### config.mk
export PLATFORM = sky130hd
export DESIGN_NAME = rrf_commit_ctrl
export DESIGN_NICKNAME = d
export VERILOG_FILES = /design/src/rtl/module_types.sv /design/src/rtl/commit_perf_cnt.sv /design/src/rtl/rrf_commit_ctrl.sv
export SDC_FILE = /design/constraint.sdc
export NUM_CORES = 1
export LEC_CHECK = 0
export ABC_AREA = 1
export CAP_MARGIN = 30
export CORE_MARGIN = 3
export CORE_UTILIZATION = 30
export DETAILED_ROUTE_END_ITERATION = 6
export GPL_TIMING_DRIVEN = 1
export MAX_ROUTING_LAYER = met4
export PLACE_DENSITY_LB_ADDON = 0.08
export SLEW_MARGIN = 20
export SYNTH_ARGS = -nofsm -noshare
export SYNTH_HDL_FRONTEND = slang
export SYNTH_HIERARCHICAL = 1
export SYNTH_SLANG_ARGS = --single-unit
### constraint.sdc
create_clock -name clk -period 4.5 [get_ports clk]
set_clock_uncertainty 0.1 [all_clocks]
set_input_delay 1.35 -clock clk [delete_from_list [all_inputs] [get_ports clk]]
set_output_delay 1.35 -clock clk [all_outputs]
set_load 0.005 [all_outputs]
### src/rtl/module_types.sv
// Shared types for the retirement path: register widths and the commit sequencer states.
package module_types;

    localparam int PHYS_REG_ADDR = 6;
    localparam int ARCH_REGS     = 32;

    typedef enum logic [1:0] {
        IDLE,
        FREE,
        RESTORE
    } commit_state_t;

endpackage

### src/rtl/commit_perf_cnt.sv
// Commit and flush event counters for rrf_commit_ctrl; only built with RRF_COMMIT_PERF_EN.
module commit_perf_cnt (
    input  logic        clk,
    input  logic        rst,
    input  logic        commit_evt,
    input  logic        flush_evt,
    output logic [31:0] commit_cnt,
    output logic [31:0] flush_cnt
);

    // Free-running counters that wrap naturally at 2^32.
    always_ff @(posedge clk) begin
        if (rst) begin
            commit_cnt <= '0;
            flush_cnt  <= '0;
        end else begin
            if (commit_evt) commit_cnt <= commit_cnt + 32'd1;
            if (flush_evt)  flush_cnt  <= flush_cnt + 32'd1;
        end
    end

endmodule

### src/rtl/rrf_commit_ctrl.sv
// Retirement sequencer: updates the RRF, frees displaced registers and restores the RAT on mispredicts.
// Optional event counters are enabled by defining RRF_COMMIT_PERF_EN.
module rrf_commit_ctrl #(
    parameter int PHYS_REG_ADDR = module_types::PHYS_REG_ADDR,
    parameter int ARCH_REGS     = module_types::ARCH_REGS
) (
    input  logic                         clk,
    input  logic                         rst,
    input  logic                         rob_valid,
    output logic                         rob_ready,
    input  logic                         rob_has_rd,
    input  logic [$clog2(ARCH_REGS)-1:0] rob_rd_arch,
    input  logic [PHYS_REG_ADDR-1:0]     rob_rd_phys,
    input  logic                         rob_mispredict,
    output logic [$clog2(ARCH_REGS)-1:0] rrf_r_addr,
    input  logic [PHYS_REG_ADDR-1:0]     rrf_r_data,
    output logic                         rrf_w_en,
    output logic [$clog2(ARCH_REGS)-1:0] rrf_w_addr,
    output logic [PHYS_REG_ADDR-1:0]     rrf_w_data,
    output logic                         fl_push_valid,
    input  logic                         fl_push_ready,
    output logic [PHYS_REG_ADDR-1:0]     fl_push_data,
    output logic                         rat_restore,
`ifdef RRF_COMMIT_PERF_EN
    output logic [31:0]                  commit_cnt,
    output logic [31:0]                  flush_cnt,
`endif
    output logic                         flush
);

    import module_types::*;

    commit_state_t              state;
    commit_state_t              next_state;
    logic [PHYS_REG_ADDR-1:0]   old_phys;
    logic                       flush_pending;
    logic                       fire;
    logic                       writes;

    // x0 is hardwired: its mapping is never replaced, so nothing is ever freed for it.
    assign writes     = rob_has_rd && (rob_rd_arch != '0);
    assign rrf_r_addr = rob_rd_arch;

    always_ff @(posedge clk) begin
        if (rst) begin
            state         <= IDLE;
            old_phys      <= '0;
            flush_pending <= 1'b0;
        end else begin
            state <= next_state;
            if (fire && writes) begin
                old_phys      <= rrf_r_data;
                flush_pending <= rob_mispredict;
            end else if (state == RESTORE) begin
                flush_pending <= 1'b0;
            end
        end
    end

    // A FREE cycle whose push is accepted can also take the next entry, giving one commit per cycle.
    always_comb begin
        next_state    = state;
        rob_ready     = 1'b0;
        rrf_w_en      = 1'b0;
        rrf_w_addr    = '0;
        rrf_w_data    = '0;
        fl_push_valid = 1'b0;
        fl_push_data  = '0;
        rat_restore   = 1'b0;
        flush         = 1'b0;
        fire          = 1'b0;

        case (state)
            IDLE: begin
                rob_ready = 1'b1;
            end
            FREE: begin
                fl_push_valid = 1'b1;
                fl_push_data  = old_phys;
                rob_ready     = fl_push_ready && !flush_pending;
                if (fl_push_ready) begin
                    next_state = flush_pending ? RESTORE : IDLE;
                end
            end
            RESTORE: begin
                rat_restore = 1'b1;
                flush       = 1'b1;
                next_state  = IDLE;
            end
            default: begin
                next_state = IDLE;
            end
        endcase

        fire = rob_valid && rob_ready;
        if (fire) begin
            if (writes) begin
                rrf_w_en   = 1'b1;
                rrf_w_addr = rob_rd_arch;
                rrf_w_data = rob_rd_phys;
                next_state = FREE;
            end else if (rob_mispredict) begin
                next_state = RESTORE;
            end else begin
                next_state = IDLE;
            end
        end
    end

`ifdef RRF_COMMIT_PERF_EN
    commit_perf_cnt u_perf (
        .clk        (clk),
        .rst        (rst),
        .commit_evt (fire),
        .flush_evt  (rat_restore),
        .commit_cnt (commit_cnt),
        .flush_cnt  (flush_cnt)
    );
`endif

endmodule
==> results of run 1 <==
[logic make-up after synthesis]
kind of cell,Yosys count
buffers and inverters,37
AND/OR/NAND/NOR,61
flip-flops,9
AO/OA/AOI/OAI,4
[synthesized netlist by cell type]
cell type / n / area [µm²]
nor2_1: 38 / 143
inv_1: 28 / 105
nand2_1: 18 / 67.6
dfxtp_1: 9 / 180
buf_4: 6 / 45.0
a21oi_1: 2 / 10.0
buf_6: 2 / 22.5
o21ai_0: 2 / 10.0
inv_2: 1 / 3.75
nand3_1: 1 / 5.00
nand3_2: 1 / 10.0
nand4_1: 1 / 6.26
nor2_4: 1 / 11.3
nor3_1: 1 / 5.00
[critical path: stages]
cell             delay (ns)
clkdlybuf4s50_1        0.50
nor2_1                 0.06
nand3_1                0.09
nand2_2                0.08
nor2_4                 0.16
inv_4                  0.08
nor2_1                 0.11
clkdlybuf4s50_1        0.52
[power breakdown]
group | switching [W] | leakage (nW) | internal [W]
sequential | 0.00000385 | 0.0740 | 0.0000856
clock | 0.0000279 | 0.0150 | 0.0000342
combinational | 0.0000312 | 0.464 | 0.0000459
total | 0.0000630 | 0.553 | 0.000166
[per-stage QoR]
stage | setup TNS, ns | hold WS [ns] | power (W)
after CTS | 0 | 0.387 | 0.000231
after detailed placement | 0 | 0.376 | 0.000166
final | 0 | 0.385 | 0.000229
after global routing | -0.00926 | 0.410 | 0.000247
after global placement | 0 | 0.365 | 0.000164
after floorplan | 0 | 0.354 | 0.000125
[what timing repair did]
action,4_1_cts,5_1_grt
buffers inserted,0,1
gates resized for setup,0,8
hold endpoints to repair,0,0
setup endpoints to repair,0,11
[final cells by class]
type	instances	area (µm²)
inverters	29	111
multi-input cells	65	285
clock buffers	4	26.3
repair buffers	51	510
fillers	183	694
flip-flops and latches	9	180
well taps	25	31.3
[registers in the layout (all words and copies together) (netlist names)]
signal / count
state: 2
old_phys: 6
flush_pending: 1
[layer usage]
layer  up-vias  share of wire [%]  GRT usage (%)
met5         -                  0              -
met4         0               0.56           5.24
met3         2                8.7           5.44
met2        28                 49           25.0
met1       320                 42           17.0
li1        403                  -              -
[worst min path at each step]
stage          cells after the start  slack (ns)           to
6_report                           2        0.39  old_phys[2]
4_1_cts                            2        0.39  old_phys[3]
3_5_place_dp                       2        0.38  old_phys[2]
2_1_floorplan                      2        0.35  old_phys[0]
3_3_place_gp                       2        0.36  old_phys[4]
5_1_grt                            2        0.41  old_phys[0]
==> impl_metrics.toml, run 1 <==
[layout]
drive_gt1_share_pct = 7.59
area_growth_pct = 83.4
final_cell_mix = "clkdlybuf4s50_1, nor2_1, inv_1"
mostFrequentLayoutCell = "clkdlybuf4s50_1"
nets = 182
post-route-util_pct = 62.2
fin_area_mm2 = 0.00114
fin_cells = 183
antenna_cells = 0

[floorplanning]
core_area_mm2 = 0.00184
dieArea_mm2 = 0.00266
die_h_um = 51.6
num_rows = 15
die_w_um = 51.6
start_util_pct = 33.9
ios = 50

[routing]
vias_per_cell = 4.11
drt_iter0_markers = 5
drc = 0
route.vias.total = 753
detail_route.first_pass.iterations = 4
routed_wirelength_um = 1790
wl_per_cell_um = 9.79
ant_nets = 0

[cts]
htreeDepth = 1
cts_made_buffers = 3
clock_sinks = 9
cts_tree = "built"
clk_pin_slew_ns = 0.06
clk_latency_ns = 0.26
cts-root-buf = "clkbuf_4"
clk_path_buf_depth = 2
postCtsHoldBufs = 0

[global_routing]
grt_pass1_wl_um = 3000
grt_pass1_vias = 672
track_usage_pct = 15.2
antenna_found_initial = 0
grt_max_degree = 14
overflow = 0

[worst_setup_path]
setup.worst_path.end = "rrf_w_data[0]"
worstReg2RegStart = "flush_pending"
worst_setup_path_start_kind = "input pin"
setup.worst_path.end_class = "primary output"
worstSetupStartpoint = "rob_rd_arch[2]"
required_ns = 3.05
reg2reg_depth = 9
rrSetupSlack_ns = 3.17
path_class = "in -> out"
arrival_ns = 2.94
rr_endpoint = "old_phys[2]"
cp_max_fo = 12

[synth]
synth_compound_area_share_pct = 3.21
synthSimpleGateAreaFrac_pct = 39.7
synthAdderAreaFrac_pct = 0
synth_top_family_by_area = "simple AND/OR/NAND/NOR gates"
yosysWarnings = 6
ys_seq_area_share_pct = 28.9
synthMuxAreaShare_pct = 0
synth_cell_type_count = 14
syn_avg_cell_area_um2 = 5.62
synth_nets = 134
synth_cells = 111
ys_ff_latch = 9
synth_area_um2 = 624
yosys.area_share.xor_xnor_pct = 0

[placed_design]
hpwlAfterDp_um = 1440
portBuffers = 49
placed_area_mm2 = 0.00109
gp_congestion = 0.809
dp_slack_ns = 0.0190
place_inst = 178

[sta]
max_freq_mhz = 228
fin_ws_ns = 0.107
worst_pin_slew_ns = 0.249
fin_crit_ns = 4.39
slew_headroom_pct = 83.4
post-route-period-util_pct = 97.6
final-setup-viol-count = 0
hold_viol_final = 0
finalMaxSlewViolations = 0

[flow_run]
cap_violations = 0

[power]
vdd_drop_max_uv = 143
p_leak_nw = 0.553
power_density_mw_per_mm2 = 200

[outcome]
status = "finished clean"

[hold_path]
min-delay-start = "old_phys[2]"
min_path_type = "reg -> reg"
(Power assumes the default switching activity.)
==> inputs of run 2 (changes only) <==
CORE_UTILIZATION = 29   (was 30)
clock period = 3.9 ns   (was 4.5 ns; I/O delays follow)
==> run 2 against run 1 <==
Net effect: total power is 13% higher; sequential power increased by 15%; largest power group unchanged; utilization fell by 5.3 points; sequential share of layout area is 0.069 points higher; critical path type unchanged; largest cell class unchanged; critical path depth is the same; sequential cell count is the same.
==> impl_metrics.toml, run 2 (synthesis gave the netlist of run 1 again) <==
[layout]
mostFrequentLayoutCell = "nor2_1"
fillers = 219
nets = 186
fin_area_mm2 = 0.00114
antenna_cells = 0
area_growth_pct = 82.6
reg_top3 = "old_phys: 6 flops, state: 2 flops, flush_pending: 1 flops"
post-route-util_pct = 56.9
drive_gt1_share_pct = 7.41
largest_reg_flops = 6
final_cell_mix = "nor2_1, clkdlybuf4s50_1, inv_1"
regMostFlops = "old_phys"

[routing]
vias_per_cell = 3.90
routed_wirelength_um = 1630
drt_iter0_markers = 11
detail_route.first_pass.iterations = 4
drc = 0
ant_nets = 0
wl_per_cell_um = 8.60
route.vias.total = 737

[outcome]
status = "finished clean"

[floorplanning]
ios = 50
num_rows = 16
start_util_pct = 31.2
core_area_mm2 = 0.00200
dieArea_mm2 = 0.00275
die_h_um = 52.4
die_w_um = 52.4

[global_routing]
grt_max_degree = 14
track_usage_pct = 14.1
overflow = 0
grt_pass1_wl_um = 2790
antenna_found_initial = 0
grt_pass1_vias = 670

[worst_setup_path]
crit_chain = "clkdlybuf4s50_1 > nand2_1 > nand2_1 > nand3_2 > nor2_4 > inv_4 > nor2_1 > dlygate4sd2_1"
arrival_ns = 2.44
slowest_delay_ns = 0.48
path_class = "in -> out"
crit_top_cell = "nand2_1"
crit_buf_inv = 3
cp_max_fo = 12
setup.worst_path.end_class = "primary output"
required_ns = 2.63
crit_family = "buffers and inverters"
worst_path_max_delay_cell = "clkdlybuf4s50_1"
worst_setup_path_start_kind = "input pin"

[sta]
hold_viol_final = 0
post-route-period-util_pct = 95.1
fin_crit_ns = 3.71
worst_pin_slew_ns = 0.264
final-setup-viol-count = 0
slew_headroom_pct = 82.4
max_freq_mhz = 270
rsz0062_at_grt = "no"
finalMaxSlewViolations = 0
finalHoldWorstSlack_ns = 0.383

[cts]
clock_sinks = 9
clk_path_buf_depth = 2
clk_pin_slew_ns = 0.05
clk_latency_ns = 0.26
htreeDepth = 1
cts_made_buffers = 3
cts-root-buf = "clkbuf_4"
cts_tree = "built"

[placed_design]
portBuffers = 49
placed_area_mm2 = 0.00112
gp_congestion = 0.769
hpwlAfterDp_um = 1390

[power]
power_w = 0.000259
power_density_mw_per_mm2 = 227
p_leak_nw = 0.594
vdd_drop_max_uv = 241

[hold_path]
min_path_type = "reg -> reg"

[flow_run]
cap_violations = 0
==> run 2: layer usage <==
| metal | vias up | global-route usage (%) | part of all wire, % |
|---|---|---|---|
| met3 | 2 | 6.55 | 9.7 |
| met5 | - | - | 0 |
| met2 | 27 | 24.2 | 48 |
| li1 | 411 | - | - |
| met1 | 297 | 14.5 | 41 |
| met4 | 0 | 3.83 | 0.55 |
==> run 2: through the flow <==
| stage | setup slack (ns) | std cells | setup TNS [ns] |
|---|---|---|---|
| final | 0.192 | 189 | 0 |
| after global routing | 0.0402 | 189 | 0 |
| after CTS | 0.162 | 189 | 0 |
| after detailed placement | -0.114 | 184 | -1.16 |
| after global placement | -0.0873 | 184 | -0.852 |
| after floorplan | 0.781 | 111 | 0 |
==> run 2: area by class of cell <==
| cell class | count | area [µm²] | share of cell area [%] |
|---|---|---|---|
| Clock buffer | 4 | 26.3 | 2.31 |
| Timing Repair Buffer | 55 | 520 | 45.7 |
| Tap cell | 27 | 33.8 | 2.96 |
| Sequential cell | 9 | 180 | 15.8 |
| Multi-Input combinational cell | 65 | 268 | 23.5 |
| Inverter | 29 | 111 | 9.77 |
==> run 2: worst register-to-register path, stage by stage (launching register included) <==
cell and delay, ns:
dfxtp_1 0.32, inv_1 0.05, nand2_1 0.06, nand2_1 0.07, nand3_2 0.09, nor2_4 0.15
buf_4 0.13, buf_4 0.17, nand2_1 0.07, nand2_1 0.06, nor2_1 0.04
==> run 2: final timing paths <==
| kind | from | endpoint | slack (ns) | cells past startpoint |
|---|---|---|---|---|
| min | old_phys[4] | old_phys[4] | 0.38 | 2 |
| min reg2reg | old_phys[4] | old_phys[4] | 0.38 | 2 |
| max | fl_push_ready | rrf_w_data[3] | 0.19 | 8 |
| max reg2reg | flush_pending | old_phys[5] | 2.49 | 10 |
==> run 2: power breakdown <==
group	internal [W]	switching, W	total [W]
logic	0.0000518	0.0000342	0.0000860
registers	0.0000988	0.00000414	0.000103
clock network	0.0000393	0.0000310	0.0000703
total	0.000190	0.0000693	0.000259
==> run 2: timing repair <==
item | CTS | global route
hold buffers | 0 | 0
buffers inserted | 1 | 0
gates resized for setup | 13 | 0
setup endpoints to repair | 12 | 0
